[src/rtl/ysyx_24080006_pkg.sv]
// Shared types for the IFU/LSU to data-SRAM AXI-lite arbiter:
// channel structs, FSM state encodings and master index constants.
package ysyx_24080006_pkg;

    localparam int AXI_ADDR_W = 32;
    localparam int AXI_DATA_W = 32;
    localparam int AXI_STRB_W = AXI_DATA_W / 8;

    // Master indices as stored in the grant and last-grant registers.
    localparam logic ARB_M0 = 1'b0;  // IFU
    localparam logic ARB_M1 = 1'b1;  // LSU

    typedef enum logic [1:0] {
        R_IDLE,
        R_AR,
        R_R
    } arb_r_state_e;

    typedef enum logic [1:0] {
        W_IDLE,
        W_AW,
        W_B
    } arb_w_state_e;

    // Read channel, master to slave: AR request plus R-channel ready.
    typedef struct packed {
        logic                  arvalid;
        logic [AXI_ADDR_W-1:0] araddr;
        logic                  rready;
    } axi_r_m2s_t;

    // Read channel, slave to master: AR ready plus R-channel payload.
    typedef struct packed {
        logic                  arready;
        logic                  rvalid;
        logic [AXI_DATA_W-1:0] rdata;
        logic [1:0]            rresp;
        logic                  rlast;
    } axi_r_s2m_t;

    // Write channel, master to slave: AW and W travel together, plus B ready.
    typedef struct packed {
        logic                  awvalid;
        logic [AXI_ADDR_W-1:0] awaddr;
        logic                  wvalid;
        logic [AXI_DATA_W-1:0] wdata;
        logic [AXI_STRB_W-1:0] wstrb;
        logic                  bready;
    } axi_w_m2s_t;

    // Write channel, slave to master: AW/W readies plus B response.
    typedef struct packed {
        logic       awready;
        logic       wready;
        logic       bvalid;
        logic [1:0] bresp;
    } axi_w_s2m_t;

endpackage

[src/rtl/axi_arb_pick.sv]
// Two-way grant picker shared by the read and write channels.
// Build option YSYX_24080006_ARB_RR_EN: ties go to the master that did not
// win last time; otherwise ties go to FIXED_PRIO.
module axi_arb_pick
    import ysyx_24080006_pkg::*;
#(
    parameter logic FIXED_PRIO = ARB_M1
) (
    input  logic [1:0] req,
    input  logic       last,
    output logic       gnt
);

`ifdef YSYX_24080006_ARB_RR_EN
    logic tie_winner;
    logic unused_prio;

    assign tie_winner  = ~last;
    assign unused_prio = FIXED_PRIO;
`else
    logic tie_winner;
    logic unused_last;

    assign tie_winner  = FIXED_PRIO;
    assign unused_last = last;
`endif

    // Lone requester always wins; a tie is resolved by the configured policy.
    always_comb begin
        // NOTE: a default assignment on entry keeps every path covered so no latch is inferred.
        gnt = ARB_M0;
        if (req[0] && req[1]) begin
            gnt = tie_winner;
        end else if (req[1]) begin
            gnt = ARB_M1;
        end
    end

endmodule

[src/rtl/axi_arbiter_2to1.sv]
// 2:1 AXI-lite arbiter in front of the data SRAM (m0 = IFU, m1 = LSU).
// Read and write channels have independent FSMs and grants; a grant covers
// the address handshake and the response handshake. Outputs are decoded from
// registered state, so IDLE presents all-zero channels in both directions.
// Build option YSYX_24080006_ARB_RR_EN: per-channel round-robin on ties.
module axi_arbiter_2to1
    import ysyx_24080006_pkg::*;
#(
    parameter logic FIXED_PRIO = ARB_M1
) (
    input  logic       clock,
    input  logic       reset,
    input  axi_w_m2s_t m0_w_m2s,
    output axi_w_s2m_t m0_w_s2m,
    input  axi_r_m2s_t m0_r_m2s,
    output axi_r_s2m_t m0_r_s2m,
    input  axi_w_m2s_t m1_w_m2s,
    output axi_w_s2m_t m1_w_s2m,
    input  axi_r_m2s_t m1_r_m2s,
    output axi_r_s2m_t m1_r_s2m,
    output axi_w_m2s_t s_w_m2s,
    input  axi_w_s2m_t s_w_s2m,
    output axi_r_m2s_t s_r_m2s,
    input  axi_r_s2m_t s_r_s2m
);

    arb_r_state_e r_state;
    arb_w_state_e w_state;
    logic         r_gnt;
    logic         w_gnt;
    logic         r_last;
    logic         w_last;
    logic [1:0]   r_req;
    logic [1:0]   w_req;
    logic         r_pick;
    logic         w_pick;
    axi_r_m2s_t   r_sel;
    axi_r_s2m_t   r_rsp;
    axi_w_m2s_t   w_sel;
    axi_w_s2m_t   w_rsp;

    // The SRAM takes AW and W in the same cycle, so a write request needs both.
    assign r_req = {m1_r_m2s.arvalid, m0_r_m2s.arvalid};
    assign w_req = {m1_w_m2s.awvalid & m1_w_m2s.wvalid,
                    m0_w_m2s.awvalid & m0_w_m2s.wvalid};

`ifndef YSYX_24080006_ARB_RR_EN
    // Fixed priority: the picker ignores history, so no last-grant state exists.
    assign r_last = ARB_M1;
    assign w_last = ARB_M1;
`endif

    axi_arb_pick #(.FIXED_PRIO(FIXED_PRIO)) u_pick_r (
        .req  (r_req),
        .last (r_last),
        .gnt  (r_pick)
    );

    axi_arb_pick #(.FIXED_PRIO(FIXED_PRIO)) u_pick_w (
        .req  (w_req),
        .last (w_last),
        .gnt  (w_pick)
    );

    // Read FSM: arbitrate in IDLE, hold the grant through AR and the R beat.
    always_ff @(posedge clock) begin
        // NOTE: state registers use non-blocking assignments so every flop samples pre-edge values.
        if (reset) begin
            r_state <= R_IDLE;
            r_gnt   <= ARB_M0;
`ifdef YSYX_24080006_ARB_RR_EN
            r_last  <= ARB_M1;
`endif
        end else begin
            case (r_state)
                R_IDLE: begin
                    if (|r_req) begin
                        r_gnt   <= r_pick;
                        r_state <= R_AR;
`ifdef YSYX_24080006_ARB_RR_EN
                        r_last  <= r_pick;
`endif
                    end
                end
                R_AR: begin
                    if (s_r_m2s.arvalid && s_r_s2m.arready) begin
                        r_state <= R_R;
                    end
                end
                R_R: begin
                    if (s_r_s2m.rvalid && s_r_m2s.rready && s_r_s2m.rlast) begin
                        r_state <= R_IDLE;
                    end
                end
                default: r_state <= R_IDLE;
            endcase
        end
    end

    // Write FSM: arbitrate in IDLE, hold the grant through AW+W and the B beat.
    always_ff @(posedge clock) begin
        if (reset) begin
            w_state <= W_IDLE;
            w_gnt   <= ARB_M0;
`ifdef YSYX_24080006_ARB_RR_EN
            w_last  <= ARB_M1;
`endif
        end else begin
            case (w_state)
                W_IDLE: begin
                    if (|w_req) begin
                        w_gnt   <= w_pick;
                        w_state <= W_AW;
`ifdef YSYX_24080006_ARB_RR_EN
                        w_last  <= w_pick;
`endif
                    end
                end
                W_AW: begin
                    if (s_w_m2s.awvalid && s_w_s2m.awready &&
                        s_w_m2s.wvalid  && s_w_s2m.wready) begin
                        w_state <= W_B;
                    end
                end
                W_B: begin
                    if (s_w_s2m.bvalid && s_w_m2s.bready) begin
                        w_state <= W_IDLE;
                    end
                end
                default: w_state <= W_IDLE;
            endcase
        end
    end

    // Read routing: arvalid reaches the SRAM only in R_AR because it samples
    // arvalid as a level; the loser and every IDLE cycle see zeros.
    always_comb begin
        s_r_m2s  = '0;
        r_rsp    = '0;
        m0_r_s2m = '0;
        m1_r_s2m = '0;
        r_sel    = (r_gnt == ARB_M1) ? m1_r_m2s : m0_r_m2s;
        case (r_state)
            R_AR: begin
                s_r_m2s.arvalid = r_sel.arvalid;
                s_r_m2s.araddr  = r_sel.araddr;
                s_r_m2s.rready  = r_sel.rready;
                r_rsp.arready   = s_r_s2m.arready;
            end
            R_R: begin
                s_r_m2s.rready  = r_sel.rready;
                r_rsp.rvalid    = s_r_s2m.rvalid;
                r_rsp.rdata     = s_r_s2m.rdata;
                r_rsp.rresp     = s_r_s2m.rresp;
                r_rsp.rlast     = s_r_s2m.rlast;
            end
            default: ;
        endcase
        if (r_gnt == ARB_M1) begin
            m1_r_s2m = r_rsp;
        end else begin
            m0_r_s2m = r_rsp;
        end
    end

    // Write routing: AW/W reach the SRAM only in W_AW; B is forwarded in W_B.
    always_comb begin
        s_w_m2s  = '0;
        w_rsp    = '0;
        m0_w_s2m = '0;
        m1_w_s2m = '0;
        w_sel    = (w_gnt == ARB_M1) ? m1_w_m2s : m0_w_m2s;
        case (w_state)
            W_AW: begin
                s_w_m2s.awvalid = w_sel.awvalid;
                s_w_m2s.awaddr  = w_sel.awaddr;
                s_w_m2s.wvalid  = w_sel.wvalid;
                s_w_m2s.wdata   = w_sel.wdata;
                s_w_m2s.wstrb   = w_sel.wstrb;
                s_w_m2s.bready  = w_sel.bready;
                w_rsp.awready   = s_w_s2m.awready;
                w_rsp.wready    = s_w_s2m.wready;
            end
            W_B: begin
                s_w_m2s.bready  = w_sel.bready;
                w_rsp.bvalid    = s_w_s2m.bvalid;
                w_rsp.bresp     = s_w_s2m.bresp;
            end
            default: ;
        endcase
        if (w_gnt == ARB_M1) begin
            m1_w_s2m = w_rsp;
        end else begin
            m0_w_s2m = w_rsp;
        end
    end

endmodule

[config.mk]
export PLATFORM = sky130hd
export DESIGN_NAME = axi_arbiter_2to1
export DESIGN_NICKNAME = d
export VERILOG_FILES = /design/src/rtl/ysyx_24080006_pkg.sv /design/src/rtl/axi_arb_pick.sv /design/src/rtl/axi_arbiter_2to1.sv
export SDC_FILE = /design/constraint.sdc
export NUM_CORES = 1
export LEC_CHECK = 0
export BUFFER_PORTS_ARGS = -buffer_cell sky130_fd_sc_hd__buf_4
export CAP_MARGIN = 20
export CORE_AREA = 3 3 170 172
export CTS_CLUSTER_SIZE = 16
export DETAILED_ROUTE_END_ITERATION = 12
export DIE_AREA = 0 0 173 175
export SYNTH_ARGS = -nofsm -noshare
export SYNTH_HDL_FRONTEND = slang
export SYNTH_SLANG_ARGS = --single-unit
[constraint.sdc]
create_clock -name clock -period 1.6 [get_ports clock]
set_input_delay 0.32 -clock clock [delete_from_list [all_inputs] [get_ports clock]]
set_output_delay 0.32 -clock clock [all_outputs]
set_load 0.1 [all_outputs]
==> results of run 1 <==
==> layer usage <==
| layer | GRT usage | up-vias |
|---|---|---|
| li1 | - | 2255 |
| met1 | 0.155 | 2317 |
| met2 | 0.266 | 301 |
| met3 | 0.0378 | 20 |
| met4 | 0.0230 | 0 |
| met5 | 0 | - |
==> what timing repair did <==
action	in CTS	in global routing
gates cloned	8	9
resized for setup	349	343
endpoints found under the setup margin	191	193
pin swaps	2	8
setup buffers	13	6
==> logic make-up (layout without fill, tap and decap cells) <==
logic type | after synthesis | in the layout | share of synthesized area
AOI/OAI and AO/OA | 10 | 10 | 0.0322
adders and majority gates | 8 | 8 | 0.0353
buffers and inverters | 42 | 521 | 0.0658
DFF | 6 | 6 | 0.0424
muxes | 108 | 108 | 0.381
and+or+nand+nor | 206 | 206 | 0.443
==> registers in the layout (all words and copies together), names as in the netlist <==
| register | count |
|---|---|
| r_gnt | 1 |
| w_gnt | 1 |
| r_state | 2 |
| w_state | 2 |
==> worst paths after layout <==
kind | startpoint | end | slack, ps | cells after the start
worst max-delay path | w_gnt | s_w_m2s[38] | -250 | 5
worst min-delay path | reset | w_gnt | 300 | 2
worst max register to register | w_gnt | w_state[0] | -70 | 6
worst min register to register | r_state[1] | r_state[1] | 500 | 2
==> stage by stage <==
step	TNS (ps)	util	setup WS [ps]
floorplan	-9910	-	-363
global route	-39140	0.417	-299
global placement	-4030	0.286	-131
CTS	-41840	0.355	-292
detailed placement	-5200	0.286	-125
finish	-29520	0.417	-253
==> cells in the mapped netlist (2+ instances only) <==
| cell type | instances | area share |
|---|---|---|
| a22oi_1 | 2 | 0.0053 |
| and2_1 | 39 | 0.086 |
| and3_1 | 42 | 0.093 |
| and3b_1 | 2 | 0.0062 |
| buf_2 | 8 | 0.014 |
| buf_4 | 3 | 0.0079 |
| clkbuf_1 | 24 | 0.032 |
| dfxtp_1 | 6 | 0.042 |
| ha_1 | 8 | 0.035 |
| inv_1 | 6 | 0.0079 |
| mux2i_1 | 108 | 0.38 |
| nand2_1 | 9 | 0.012 |
| nand3_1 | 2 | 0.0035 |
| nor2_1 | 5 | 0.0066 |
| nor2b_1 | 106 | 0.23 |
==> cell type report <==
| class | count | share of cell area |
|---|---|---|
| repair buffers | 511 | 0.555 |
| multi-input cells | 332 | 0.384 |
| well taps | 378 | 0.0410 |
| flip-flops and latches | 6 | 0.0117 |
| clock buffers | 4 | 0.00684 |
| inverters | 6 | 0.00195 |
==> power by group through the flow <==
stage | Sequential, mW | Clock (mW) | Combinational, mW
after floorplan | 0.251 | 0 | 10.1
after global placement | 0.302 | 0 | 12.5
after detailed placement | 0.305 | 0 | 12.5
after CTS | 0.284 | 0.440 | 15.1
after global routing | 0.311 | 0.451 | 17.4
final | 0.302 | 0.427 | 16.9
==> worst max-delay path: cells and delay by family, from the launching register on <==
kind	cells	cell delay, ps
multiplexers	1	300
buffers and inverters	3	560
AND/OR/NAND/NOR	1	60
flip-flops	1	360
==> flow_summary.yaml, run 1 <==
clock_tree:
  cts_buffer_depth: 2
  postCtsHoldBufs: 0
  htreeDepth: 1
  cts_tree: "yes"
  cts.clk_slew.worst_paths_ps: 40
  clock_latency_ps: 230
  cts_buffers: 3
  root_buffer: "clkbuf_16"
  clkSinkCount: 6
sta:
  setup_violations: 193
  max_freq_ghz: 0.540
  drv_slew: 0
  rsz0062_at_grt: "true"
  fin_crit_sh: 1.16
  finalClockSkew_ps: 0.144
  worst_slack_ps: -253
  timing.hold.ws_ps: 299
  period_needed_ps: 1850
  tightest_slew_ps: 302
  finalHoldViolCount: 0
  relSlewSlack: 0.793
drt:
  drt_iter0_drc: 120
  drcViolationCount: 0
  routedWlPerCell_um: 20.2
  vias: 4893
  top_layer_used: "met4"
  ant_nets: 0
  routed_via_density: 3.96
  drt_first_pass_iters: 4
  wl_met2_um: 13900
  wl_met3_um: 2070
  wirelength_met1_um: 8720
  routed_wl_um: 25000
floorplanning:
  start_util: 0.103
  pin_count: 443
  die_w_um: 173
  rows: 61
  core_area_sq_um: 27600
  dieArea_sq_um: 30300
  die_h_um: 175
power_and_ir_drop:
  pwr-share-clk: 0.024
  power.switching_mw: 9.95
  p_int_mw: 7.73
  pwr-share-seq: 0.017
  p_leak_nw: 4.76
  ir_worst_vdd_mv: 0.985
  switching_share: 0.563
  p_total_mw: 17.7
  powerDensity_nw_per_um2: 1530
  combPwrFrac: 0.959
setup_path:
  end_kind: "output port"
  crit_slowest_cell: "dfxtp_4"
  arrival_ps: 1530
  max_stage_delay_ps: 360
  worstPathMaxFanout: 11
  crit_required_ps: 1280
  path_class: "flip-flop to output port"
  cp_cell_sequence: "buf_12, buf_16, mux2i_2, nor2b_4, buf_4"
  critPathLaunchType: "flip-flop"
final_layout:
  final_cells: 1237
  nets: 1122
  area.growth.synth_to_final_pct: 307
  final_common_cell: "buf_4"
  post-route-cell-area_sq_um: 11500
  multi_input_area_sq_um: 4430
  regArea_sq_um: 135
  nFillCells: 2517
  antennaDiodeCount: 0
  layout_common_cells: "285 x buf_4, 161 x buf_12, 106 x nor2b_4"
  layout-drive-gt1-share: 0.938
yosys:
  synth_nets: 642
  ys_seq_area_frac: 0.0424
  synth_ff_type: "dfxtp_1"
  synth-async-reset-ratio: 0
  netlist_instances: 380
  ys_seq_elements: 6
  synth_area_sq_um: 2840
  synth_edf_count: 0
  synth_area_per_cell_sq_um: 7.46
  ys_warn_count: 0
  synth_cell_types: 25
global_route:
  grt_first_pass_wirelength_um: 32700
  grt_pass1_vias: 5215
  grt_max_degree: 37
  overflow: 0
  grtUsageTotal: 0.139
  antenna_found_initial: 0
run_status:
  violations: "negative setup slack"
  outcome: "finished, violations left"
placed_design:
  dp.cells: 1204
  place_congestion: 0.773
  place_area_sq_um: 7900
  port_buffers: 442
  dp.final_hpwl_um: 17400
flow_run:
  max_cap_viol_count: 0
hold_path:
  holdCritPathClass: "primary input to flip-flop"
No activity file was read; power rests on OpenSTA's default activity.
==> inputs of run 2 (changes only) <==
--- a/config.mk
+++ b/config.mk
@@ -7,10 +7,10 @@
 export LEC_CHECK = 0
 export BUFFER_PORTS_ARGS = -buffer_cell sky130_fd_sc_hd__buf_4
 export CAP_MARGIN = 20
-export CORE_AREA = 3 3 170 172
+export CORE_AREA = 3 3 169 171
 export CTS_CLUSTER_SIZE = 16
 export DETAILED_ROUTE_END_ITERATION = 12
-export DIE_AREA = 0 0 173 175
+export DIE_AREA = 0 0 172 174
 export SYNTH_ARGS = -nofsm -noshare
 export SYNTH_HDL_FRONTEND = slang
 export SYNTH_SLANG_ARGS = --single-unit
==> constraint.sdc (replaced) <==
create_clock -name clock -period 1.7 [get_ports clock]
set_input_delay 0.34 -clock clock [delete_from_list [all_inputs] [get_ports clock]]
set_output_delay 0.34 -clock clock [all_outputs]
set_load 0.1 [all_outputs]
==> run 2 against run 1 <==
Against the previous run:
- the flow still finishes with violations (negative setup slack)
- sequential power shrank 10%
- sequential share of layout area about the same
- die area down 1.1%
- clock power down 7.7%
- utilization grew 2.5 points
- sequential cell count unchanged
- non-clock buffer count is 16 higher
- first-iteration DRC count down 30%
- via count increased by 0.20%
- combinational power is essentially flat
- largest power group unchanged
==> flow_summary.yaml, run 2 (synthesis results as in run 1) <==
global_route:
  grt_max_degree: 34
  grt_first_pass_wirelength_um: 32000
  grt_pass1_vias: 5310
  grtUsageTotal: 0.139
  overflow: 0
  antenna_found_initial: 1
floorplanning:
  dieArea_sq_um: 29900
  start_util: 0.105
  rows: 60
  pin_count: 443
  core_area_sq_um: 27000
  die_h_um: 174
  die_w_um: 172
sta:
  finalHoldViolCount: 0
  max_freq_ghz: 0.528
  drv_slew: 0
  worst_slack_ps: -195
  fin_crit_sh: 1.11
  tightest_slew_ps: 337
  relSlewSlack: 0.775
  setup_violations: 181
  period_needed_ps: 1900
  rsz0062_at_grt: "true"
  finalClockSkew_ps: 0.170
drt:
  drt_iter0_drc: 84
  routedWlPerCell_um: 20.1
  drcViolationCount: 0
  ant_nets: 0
  routed_via_density: 4.03
  drt_first_pass_iters: 4
  routed_wl_um: 24400
  vias: 4903
clock_tree:
  clock_latency_ps: 230
  htreeDepth: 1
  clkSinkCount: 6
  cts.clk_slew.worst_paths_ps: 40
  root_buffer: "clkbuf_16"
  cts_tree: "yes"
  cts_buffer_depth: 2
  cts_buffers: 3
final_layout:
  final_common_cell: "buf_4"
  fin_util: 0.443
  reg_top3: "r_state x2, w_state x2"
  nets: 1138
  layout_common_cells: "279 x buf_4, 196 x buf_12, 106 x nor2b_4"
  final_cells: 1216
  area.growth.synth_to_final_pct: 322
  layout-drive-gt1-share: 0.937
setup_path:
  worstRegToRegCells: 7
  arrival_ps: 1560
  r2r-end: "r_state[1]"
  crit_slowest_cell: "dfxtp_4"
  cp_cell_sequence: "buf_12, buf_12, clkbuf_16, mux2i_4, nor2b_4, buf_12"
  end_kind: "output port"
  worst_path_most_repeated_cell: "buf_12"
  max_stage_delay_ps: 350
  path_class: "flip-flop to output port"
  critPathLaunchType: "flip-flop"
  reg2reg_slack_ps: 80
  regToRegStartpoint: "r_state[0]"
  worstPathMaxFanout: 7
  crit_required_ps: 1360
hold_path:
  hp-start: "reset"
  hold_depth: 2
  holdCritPathClass: "primary input to flip-flop"
  hold_end: "r_gnt"
power_and_ir_drop:
  powerDensity_nw_per_um2: 1450
  ir_worst_vdd_mv: 0.993
  p_leak_nw: 4.96
placed_design:
  dp.final_hpwl_um: 16500
  place_ws_ps: -69.9
  port_buffers: 442
  dp.cells: 1162
  place_congestion: 0.756
flow_run:
  max_cap_viol_count: 0
run_status:
  outcome: "finished, violations left"
  violations: "negative setup slack"
-- run 2: cell types whose count changed in the layout (fill, tap and decap cells not counted), sizes merged --
| cell | before | now |
|---|---|---|
| diode | 0 | 1 |
| buf | 506 | 521 |
-- run 2: worst max-delay path by stage --
stage | start | end | slack [ps]
finish | w_gnt | s_w_m2s[5] | -200
CTS | r_state[0] | m0_r_s2m[32] | -270
global route | r_state[0] | m0_r_s2m[35] | -230
global placement | w_gnt | s_w_m2s[56] | -40
detailed placement | r_gnt | s_r_m2s[16] | -70
floorplan | w_state[1] | s_w_m2s[10] | -290
-- run 2: report_power, final --
part	total (mW)	internal, mW	switching (mW)	leakage, nW
logic	16.7	7.37	9.31	4.87
clock network	0.394	0.303	0.0905	0.0370
registers	0.271	0.208	0.0635	0.0528
total	17.3	7.88	9.47	4.96
-- run 2: area by class of cell --
cell class / instances / area, sq um
tap: 341 / 427
antenna: 1 / 2.50
sequential: 6 / 138
timing repair buffer: 527 / 6980
fill: 2364 / 15100
multi-input combinational: 332 / 4320
inverter: 6 / 30.0
clock buffer: 3 / 75.1
-- run 2: through the flow --
stage	instance area [sq um]	hold WS, ps	total power, mW	setup TNS (ps)
2_1_floorplan	3990	412	9.71	-1820
3_3_place_gp	7780	468	12.0	-551
3_5_place_dp	7780	472	12.0	-1520
4_1_cts	10200	318	15.4	-29770
5_1_grt	12000	326	17.9	-28880
6_report	12000	306	17.3	-18710
-- run 2: critical path: cells and delay by family, from the launching register on --
family                 cells  cell delay, ps
buffers and inverters      4             620
and+or+nand+nor            1             140
muxes                      1             200
DFF                        1             350
-- run 2: what timing repair did --
item,4_1_cts,5_1_grt
gates resized for setup,435,325
gates cloned,16,10
hold buffers,0,0
setup endpoints to repair,189,191
pin swaps,16,12
buffers inserted,18,14
-- run 2: routing by layer --
metal  track usage  share of wire  up-vias
met3        0.0396          0.088       12
met5             0              0        -
met4        0.0183         0.0089        0
met2         0.271           0.56      280
li1              -              -     2294
met1         0.151           0.35     2317
==> inputs of run 3 (changes only) <==
--- a/config.mk
+++ b/config.mk
@@ -11,6 +11,7 @@
 export CTS_CLUSTER_SIZE = 16
 export DETAILED_ROUTE_END_ITERATION = 12
 export DIE_AREA = 0 0 172 174
+export PLACE_DENSITY = 0.47
 export SYNTH_ARGS = -nofsm -noshare
 export SYNTH_HDL_FRONTEND = slang
 export SYNTH_SLANG_ARGS = --single-unit
==> run 3 against run 2 <==
Against the previous run:
- the flow still finishes with violations (negative setup slack)
- highest routed layer unchanged
- routed wire length grew 4.2%
- non-clock buffer count grew 28
- sequential power grew 1%
- register-to-register slack is essentially flat
- fmax is essentially flat
==> flow_summary.yaml, run 3 (synthesis results as in run 1) <==
final_layout:
  antennaDiodeCount: 0
  nFillCells: 2300
  fin_util: 0.475
  final_common_cell: "buf_4"
  nets: 1166
  layout-drive-gt1-share: 0.963
  layout_common_cells: "277 x buf_4, 216 x buf_12, 106 x nor2b_4"
  reg_top3: "r_state x2, w_state x2"
  area.growth.synth_to_final_pct: 353
placed_design:
  dp.final_hpwl_um: 16800
  port_buffers: 442
  place_congestion: 0.759
setup_path:
  regToRegStartpoint: "w_state[1]"
  crit_slowest_cell: "dfxtp_4"
  path_class: "flip-flop to output port"
  cp_cell_sequence: "ha_4, nor2b_4, buf_6, clkbuf_16, and2_4, buf_12"
  r2r-end: "w_state[1]"
  path_buf_inv: 3
  cp-startpoint: "r_state[1]"
  end_kind: "output port"
  critPathLaunchType: "flip-flop"
  reg2reg_slack_ps: 70
  arrival_ps: 1560
  worstRegToRegCells: 9
  crit_required_ps: 1360
  worstPathMaxFanout: 4
  critical_path.top_delay_family: "buffers and inverters"
  max_stage_delay_ps: 370
power_and_ir_drop:
  ir_worst_vdd_mv: 1.24
  p_total_mw: 18.5
  powerDensity_nw_per_um2: 1440
  p_leak_nw: 5.20
drt:
  drt_first_pass_iters: 4
  routed_via_density: 4.04
  vias: 5025
  ant_nets: 0
  drcViolationCount: 0
  routed_wl_um: 25400
  routedWlPerCell_um: 20.5
  drt_iter0_drc: 93
run_status:
  outcome: "finished, violations left"
  violations: "negative setup slack"
sta:
  max_freq_ghz: 0.527
  setup_violations: 185
  period_needed_ps: 1900
  rsz0062_at_grt: "true"
  drv_slew: 0
  fin_crit_sh: 1.12
  finalHoldViolCount: 0
  relSlewSlack: 0.778
  worst_slack_ps: -197
  finalClockSkew_ps: 0.160
  tightest_slew_ps: 324
floorplanning:
  start_util: 0.105
  core_area_sq_um: 27000
  rows: 60
  die_w_um: 172
  die_h_um: 174
  dieArea_sq_um: 29900
  pin_count: 443
clock_tree:
  cts_buffer_depth: 2
  root_buffer: "clkbuf_16"
  cts_tree: "yes"
  htreeDepth: 1
  clock_latency_ps: 230
  clkSinkCount: 6
  postCtsHoldBufs: 0
  cts.clk_slew.worst_paths_ps: 40
  cts_buffers: 3
global_route:
  overflow: 0
  grtUsageTotal: 0.145
  antenna_found_initial: 0
  grt_first_pass_wirelength_um: 33500
  grt_pass1_vias: 5450
  grt_max_degree: 30
hold_path:
  hp-start: "reset"
  holdCritPathClass: "primary input to flip-flop"
  hold_end: "r_gnt"
  hold_depth: 2
flow_run:
  max_cap_viol_count: 0
==> run 3: timing repair <==
action                                  4_1_cts  5_1_grt
gates cloned                                 17       14
endpoints found under the setup margin      189      191
setup buffers                                32       25
gates resized for setup                     637      205
pin swaps                                     4       34
==> run 3: how the worst max path moves through the flow <==
stage | slack (ps) | to | depth (start not counted)
after floorplan | -290 | s_w_m2s[10] | 5
after global placement | -10 | s_w_m2s[5] | 5
after detailed placement | -20 | m0_r_s2m[0] | 6
after CTS | -210 | s_w_m2s[51] | 5
after global routing | -240 | m0_r_s2m[24] | 7
final | -200 | m0_r_s2m[0] | 6
==> run 3: final cells by class <==
| cell class | count | area, sq um | share of cell area |
|---|---|---|---|
| Inverter | 6 | 30.0 | 0.00234 |
| Timing Repair Buffer | 555 | 7530 | 0.587 |
| Clock buffer | 3 | 75.1 | 0.00585 |
| Sequential cell | 6 | 138 | 0.0107 |
| Tap cell | 341 | 427 | 0.0332 |
| Multi-Input combinational cell | 332 | 4640 | 0.361 |
==> run 3: report_power, final <==
group          total, mW  switching [mW]  leakage [nW]  internal (mW)
clock              0.381          0.0791        0.0370          0.302
combinational       17.8            9.65          5.11           8.17
sequential         0.275          0.0669        0.0528          0.208
==> run 3: worst register-to-register path, cell delays in order, from the launching register on <==
cell and delay (ps):
dfxtp_2 330, inv_2 50, ha_4 170, buf_12 140, buf_8 130, buf_6 120
buf_4 130, o31ai_1 60, o211a_1 240, mux2i_1 190
==> run 3: layer usage <==
layer	up-vias	track usage	share of wire
met5	-	0	0
met4	0	0.0210	0.014
met3	18	0.0455	0.092
li1	2346	-	-
met2	286	0.277	0.55
met1	2375	0.158	0.35
==> run 3: stage by stage <==
| step | hold WS [ps] | setup slack (ps) | setup TNS, ps | cells | cell area (sq um) |
|---|---|---|---|---|---|
| global route | 324 | -240 | -28690 | 1243 | 12800 |
| CTS | 314 | -210 | -21820 | 1215 | 11400 |
| floorplan | 412 | -288 | -1820 | 380 | 3990 |
| finish | 310 | -197 | -20020 | 1243 | 12800 |
| detailed placement | 486 | -23.4 | -533 | 1164 | 7860 |
| global placement | 482 | -11.7 | -11.7 | 1164 | 7860 |
